--- src/rtl/img_pass_ctrl_if.sv ---
// Control and BRAM-side signal bundle of the multi-pass image sequencer.
// The sequencer uses the slave modport; whoever issues runs uses the master modport.
interface img_pass_ctrl_if #(
    parameter int ADDR_W = 12,
    parameter int SEL_W  = 2
);
    logic              start;
    logic              abort;
    logic [SEL_W-1:0]  mode;
    logic [2:0]        num_pass;
    logic [ADDR_W-1:0] rd_addr;
    logic [ADDR_W-1:0] wr_addr;
    logic              ena;
    logic              enb;
    logic              wea1;
    logic              wea2;
    logic              rd_bank;
    logic [SEL_W-1:0]  sel;
    logic [2:0]        pass_idx;
    logic              busy;
    logic              complete;

    modport master (
        output start, abort, mode, num_pass,
        input  rd_addr, wr_addr, ena, enb, wea1, wea2, rd_bank, sel, pass_idx, busy, complete
    );

    modport slave (
        input  start, abort, mode, num_pass,
        output rd_addr, wr_addr, ena, enb, wea1, wea2, rd_bank, sel, pass_idx, busy, complete
    );
endinterface

--- src/rtl/img_pass_ctrl.sv ---
// Multi-pass frame sequencer ping-ponging two BRAM banks through the filter pipeline.
// Reads start the cycle after start; writes trail reads by PIPE_LAT cycles; no backpressure.
module img_pass_ctrl #(
    parameter int IMG_W    = 64,
    parameter int IMG_H    = 64,
    parameter int ADDR_W   = 12,
    parameter int PIPE_LAT = 3,
    parameter int PASS_MAX = 4,
    parameter int SEL_W    = 2
) (
    input  logic           clk,
    input  logic           rst,
    img_pass_ctrl_if.slave bus
);
    localparam int                N    = IMG_W * IMG_H;
    localparam logic [ADDR_W-1:0] LAST = ADDR_W'(N - 1);
    localparam logic [2:0]        PMAX = 3'(PASS_MAX);

    localparam logic [2:0] S_IDLE  = 3'd0;
    localparam logic [2:0] S_READ  = 3'd1;
    localparam logic [2:0] S_DRAIN = 3'd2;
    localparam logic [2:0] S_NEXT  = 3'd3;
    localparam logic [2:0] S_DONE  = 3'd4;

    logic [2:0]          state;
    logic [ADDR_W-1:0]   rd_addr_q;
    logic [ADDR_W-1:0]   wr_addr_q;
    logic [PIPE_LAT-1:0] wv_sr;
    logic [2:0]          pass_q;
    logic [2:0]          passes_q;
    logic [SEL_W-1:0]    sel_q;
    logic [2:0]          np_clamped;
    logic                rd_en;
    logic                wv;
    logic                wr_done;
    logic                last_pass;

    always_comb begin
        np_clamped = bus.num_pass;
        if (bus.num_pass == 3'd0)
            np_clamped = 3'd1;
        else if (bus.num_pass > PMAX)
            np_clamped = PMAX;
    end

    assign rd_en     = (state == S_READ);
    assign wv        = wv_sr[PIPE_LAT-1];
    assign wr_done   = wv && (wr_addr_q == LAST);
    assign last_pass = (pass_q == passes_q - 3'd1);

    always_ff @(posedge clk or posedge rst) begin
        if (rst) begin
            state     <= S_IDLE;
            rd_addr_q <= '0;
            wr_addr_q <= '0;
            wv_sr     <= '0;
            pass_q    <= '0;
            passes_q  <= '0;
            sel_q     <= '0;
        end else begin
            // The write-valid pipe shadows the filter latency regardless of state.
            wv_sr[0] <= rd_en;
            for (int i = 1; i < PIPE_LAT; i++)
                wv_sr[i] <= wv_sr[i-1];
            if (wv && (wr_addr_q != LAST))
                wr_addr_q <= wr_addr_q + 1'b1;

            if ((state != S_IDLE) && bus.abort) begin
                state     <= S_IDLE;
                rd_addr_q <= '0;
                wr_addr_q <= '0;
                wv_sr     <= '0;
                pass_q    <= '0;
            end else begin
                case (state)
                    S_IDLE: if (bus.start) begin
                        sel_q     <= bus.mode;
                        passes_q  <= np_clamped;
                        pass_q    <= '0;
                        rd_addr_q <= '0;
                        wr_addr_q <= '0;
                        state     <= S_READ;
                    end
                    S_READ: begin
                        if (rd_addr_q == LAST)
                            state <= S_DRAIN;
                        else
                            rd_addr_q <= rd_addr_q + 1'b1;
                    end
                    S_DRAIN: if (wr_done)
                        state <= last_pass ? S_DONE : S_NEXT;
                    S_NEXT: begin
                        pass_q    <= pass_q + 3'd1;
                        rd_addr_q <= '0;
                        wr_addr_q <= '0;
                        state     <= S_READ;
                    end
                    S_DONE: begin
                        pass_q    <= '0;
                        rd_addr_q <= '0;
                        wr_addr_q <= '0;
                        state     <= S_IDLE;
                    end
                    default: state <= S_IDLE;
                endcase
            end
        end
    end

    // Even passes read bank 0 and write bank 1; odd passes the reverse.
    assign bus.rd_addr  = rd_addr_q;
    assign bus.wr_addr  = wr_addr_q;
    assign bus.ena      = rd_en;
    assign bus.enb      = wv;
    assign bus.wea1     = wv & pass_q[0];
    assign bus.wea2     = wv & ~pass_q[0];
    assign bus.rd_bank  = pass_q[0];
    assign bus.sel      = sel_q;
    assign bus.pass_idx = pass_q;
    assign bus.busy     = (state != S_IDLE);
    assign bus.complete = (state == S_DONE);
endmodule

--- src/flat_wrapper.sv ---
// flat-port wrapper written by rule: the top's interface ports become plain ports
module img_pass_ctrl_flat 
#(
    parameter int IMG_W    = 64,
    parameter int IMG_H    = 64,
    parameter int ADDR_W   = 12,
    parameter int PIPE_LAT = 3,
    parameter int PASS_MAX = 4,
    parameter int SEL_W    = 2
)
  (clk, rst, bus_start, bus_abort, bus_mode, bus_num_pass, bus_rd_addr, bus_wr_addr, bus_ena, bus_enb, bus_wea1, bus_wea2, bus_rd_bank, bus_sel, bus_pass_idx, bus_busy, bus_complete);
  img_pass_ctrl_if #(.ADDR_W(ADDR_W), .SEL_W(SEL_W)) bus_i ();
  input  logic clk;
  input  logic rst;
  input wire logic [$bits(bus_i.start)-1:0] bus_start;
  input wire logic [$bits(bus_i.abort)-1:0] bus_abort;
  input wire logic [$bits(bus_i.mode)-1:0] bus_mode;
  input wire logic [$bits(bus_i.num_pass)-1:0] bus_num_pass;
  output wire logic [$bits(bus_i.rd_addr)-1:0] bus_rd_addr;
  output wire logic [$bits(bus_i.wr_addr)-1:0] bus_wr_addr;
  output wire logic [$bits(bus_i.ena)-1:0] bus_ena;
  output wire logic [$bits(bus_i.enb)-1:0] bus_enb;
  output wire logic [$bits(bus_i.wea1)-1:0] bus_wea1;
  output wire logic [$bits(bus_i.wea2)-1:0] bus_wea2;
  output wire logic [$bits(bus_i.rd_bank)-1:0] bus_rd_bank;
  output wire logic [$bits(bus_i.sel)-1:0] bus_sel;
  output wire logic [$bits(bus_i.pass_idx)-1:0] bus_pass_idx;
  output wire logic [$bits(bus_i.busy)-1:0] bus_busy;
  output wire logic [$bits(bus_i.complete)-1:0] bus_complete;
  assign bus_i.start = bus_start;
  assign bus_i.abort = bus_abort;
  assign bus_i.mode = bus_mode;
  assign bus_i.num_pass = bus_num_pass;
  assign bus_rd_addr = bus_i.rd_addr;
  assign bus_wr_addr = bus_i.wr_addr;
  assign bus_ena = bus_i.ena;
  assign bus_enb = bus_i.enb;
  assign bus_wea1 = bus_i.wea1;
  assign bus_wea2 = bus_i.wea2;
  assign bus_rd_bank = bus_i.rd_bank;
  assign bus_sel = bus_i.sel;
  assign bus_pass_idx = bus_i.pass_idx;
  assign bus_busy = bus_i.busy;
  assign bus_complete = bus_i.complete;
  img_pass_ctrl #(.IMG_W(IMG_W), .IMG_H(IMG_H), .ADDR_W(ADDR_W), .PIPE_LAT(PIPE_LAT), .PASS_MAX(PASS_MAX), .SEL_W(SEL_W)) u_core (.clk(clk), .rst(rst), .bus(bus_i));
endmodule
--- config.mk ---
export PLATFORM = sky130hd
export DESIGN_NAME = img_pass_ctrl_flat
export DESIGN_NICKNAME = d
export VERILOG_FILES = /design/src/rtl/img_pass_ctrl_if.sv /design/src/rtl/img_pass_ctrl.sv /design/src/flat_wrapper.sv
export SDC_FILE = /design/constraint.sdc
export NUM_CORES = 1
export LEC_CHECK = 0
export ABC_AREA = 1
export CAP_MARGIN = 40
export CORE_MARGIN = 2
export CORE_UTILIZATION = 41
export CTS_CLUSTER_SIZE = 40
export DETAILED_ROUTE_END_ITERATION = 7
export MAX_ROUTING_LAYER = met4
export PLACE_DENSITY = 0.77
export SLEW_MARGIN = 0
export SYNTH_ARGS = -nofsm -noshare
export SYNTH_HDL_FRONTEND = slang
export SYNTH_SLANG_ARGS = --single-unit
--- constraint.sdc ---
create_clock -name clk -period 3.85 [get_ports clk]
set_input_delay 0.5775 -clock clk [delete_from_list [all_inputs] [get_ports clk]]
set_output_delay 0.5775 -clock clk [all_outputs]
set_load 0.01 [all_outputs]
==> impl_metrics.ini <==
[floorplan]
io_pins = 45
die_h_um = 79.6
initial_core_util = 0.426
chipWidth_um = 79.6
core-area_um2 = 5510
die_area_um2 = 6340
row_count = 27

[worst_setup_path]
cpLargestDelayFamily = buffers and inverters
crit_slowest_cell = clkdlybuf4s50_1
crit_chain = inv_2 -> nand3_4 -> clkinv_1 -> clkdlybuf4s50_1
max_stage_delay_ns = 0.56
start_kind = flop
reg2reg_depth = 7
path_max_fanout = 8
critical_path_class = reg -> out
cp_num_buf_inv = 3
cp-end-kind = primary output
arrival_ns = 1.75
path_depth = 4
crit_required_ns = 3.27

[sta]
slew_violations = 0
final.setup_skew_ns = 0.00346
tightest_slew_ns = 0.529
tns_ns = 0
min_period_ns = 2.33
setup_viol = 0
max_freq_ghz = 0.430
fin_crit_sh = 0.605
max_slew_margin = 0.647
rsz0062_at_grt = false
hold_viol_final = 0

[finish]
layout.nets = 377
layout-drive-gt1-share = 0.137
nFillCells = 507
final_cells = 437
area_growth_pct = 25.9
multi_input_area_um2 = 1160
final_core_util = 0.536
n_antenna_cell = 0
register_area_um2 = 951
design_area_um2 = 2950

[placed_design]
place_area_um2 = 2840
dp_cells = 429
place.gp.congestion = 0.849
dp_hpwl_um = 3980
io_buffers = 44

[drt]
num_vias = 2190
vias_per_cell = 5.01
drt_iter0_markers = 62
ant_nets = 0
post_drt_wl_per_cell_um = 12.2
remaining_drc_errors = 0
drt-total-wl_um = 5330
dr.pass1.iters = 4

[yosys]
synthCells = 316
ys_seq_area_frac = 0.405
synth-compound-area-share = 0.0821
ys_types = 33
synth_area_um2 = 2350
ys.flop_type = dfrtp_1
synth_edf_count = 0
syn-mean-instance-area_um2 = 7.42
synth_nets = 329
synth_fa_ha_area_frac = 0.0213
ys_ff_latch = 38
synth-xor-area-share = 0.0112
yosysWarnings = 0
muxShareOfSynthArea = 0
synth_top_family_by_area = simple AND/OR/NAND/NOR gates
synthArstFlopShare = 1.00
synth-simple-area-share = 0.380

[cts]
clockBufferDepth = 2
cts-root-buf = clkbuf_8
cts_tree = done
postCtsHoldBufs = 0
insertion_delay_ns = 0.29
clock-sinks = 38
post_cts_buffers = 0
cts_htree_levels = 2
numCtsBuffers = 5
cts.clk_slew.worst_paths_ns = 0.07
post_cts_resized = 0

[pwr]
p_leak_nw = 1.33
pwr_density_cell_nw_per_um2 = 504
ir_drop_uv = 277

[grt]
grt_pass1_wl_um = 9000
antenna_found_initial = 0
grt_pass1_vias = 2091
track_usage = 0.186
grt_max_degree = 39
overflow = 0

[outcome]
outcome = finished, final reports clean

[worst_hold_path]
whs_path_depth = 2
hp-class = reg -> reg

[job]
maxCapViolations = 0
[path summary, 6_finish.rpt]
kind,slack [ns],startpoint,end
worst max-delay path,1.52,u_core.state[2],bus_ena
worst min-delay path,0.47,u_core.wv_sr[0],u_core.wv_sr[1]
worst max register to register,1.98,u_core.bus.rd_addr[0],u_core.bus.rd_addr[11]
worst min register to register,0.47,u_core.wv_sr[0],u_core.wv_sr[1]
max in group asynchronous,2.81,rst,u_core.bus.wr_addr[11]
min in group asynchronous,0.71,rst,u_core.bus.wr_addr[3]
[power by group]
group / internal (mW) / switching, mW
combinational: 0.244 / 0.404
clock: 0.181 / 0.139
sequential: 0.459 / 0.0624
total: 0.883 / 0.605
[per-layer routing]
| layer | routed length (um) | vias to the layer above | share of wire | GRT usage |
|---|---|---|---|---|
| met5 | 0 | - | 0 | - |
| met1 | 2370 | 1032 | 0.45 | 0.218 |
| li1 | - | 1092 | - | - |
| met4 | 63 | 0 | 0.012 | 0.0810 |
| met3 | 201 | 7 | 0.038 | 0.0271 |
| met2 | 2690 | 59 | 0.51 | 0.317 |
[cells in the mapped netlist (5+ instances only)]
master,count,area (um^2)
o21ai_0,7,35.0
nand2_1,86,323
o21ai_1,7,35.0
nand3_1,28,140
inv_2,8,30.0
nand4_1,10,62.6
nand2_2,7,43.8
nor2_1,33,124
nor2_2,5,31.3
inv_1,41,154
dfrtp_1,38,951
[final cells by class]
type                    instances  area share
flip-flops and latches         38       0.322
inverters                      51      0.0657
multi-input cells             223       0.393
repair buffers                 45       0.152
well taps                      72      0.0305
clock buffers                   8      0.0373
[cells by family after synthesis]
kind of cell               count (synthesis)
xor gates and xnor gates                   3
buffers and inverters                     55
DFF                                       38
AOI/OAI and AO/OA                         30
and+or+nand+nor                          186
adders and majority gates                  4
[cell usage in the layout (no fill, tap or decap), types with 5 or more instances in the layout]
master | synthesis | routed
nand2_1 | 86 | 86
nor2_1 | 33 | 33
nor2_2 | 5 | 5
o21ai_0 | 7 | 7
nand2_2 | 7 | 7
nand3_1 | 28 | 28
clkbuf_8 | 0 | 8
inv_2 | 8 | 8
dfrtp_1 | 38 | 38
nand4_1 | 10 | 10
o21ai_1 | 7 | 7
inv_1 | 41 | 41
clkdlybuf4s50_1 | 0 | 44
[metrics by stage]
step	setup WS, ns	total power [mW]	hold WS (ns)
after floorplan	2.31	1.00	0.448
after global placement	1.75	1.16	0.459
after detailed placement	1.69	1.17	0.461
after CTS	1.53	1.50	0.473
after global routing	1.44	1.60	0.492
final	1.52	1.49	0.472
[registers in the layout (all words and copies together) (netlist names)]
name	count
u_core.passes_q	3
u_core.bus.wr_addr	12
u_core.bus.rd_addr	12
u_core.bus.sel	2
u_core.wv_sr	3
u_core.state	3
u_core.bus.pass_idx	3
[worst min-delay path, cell delays in order, from the launching register on]
cell	delay, ns
dfrtp_1	0.36
inv_1	0.05
nor2_1	0.03
(Power assumes the default switching activity.)
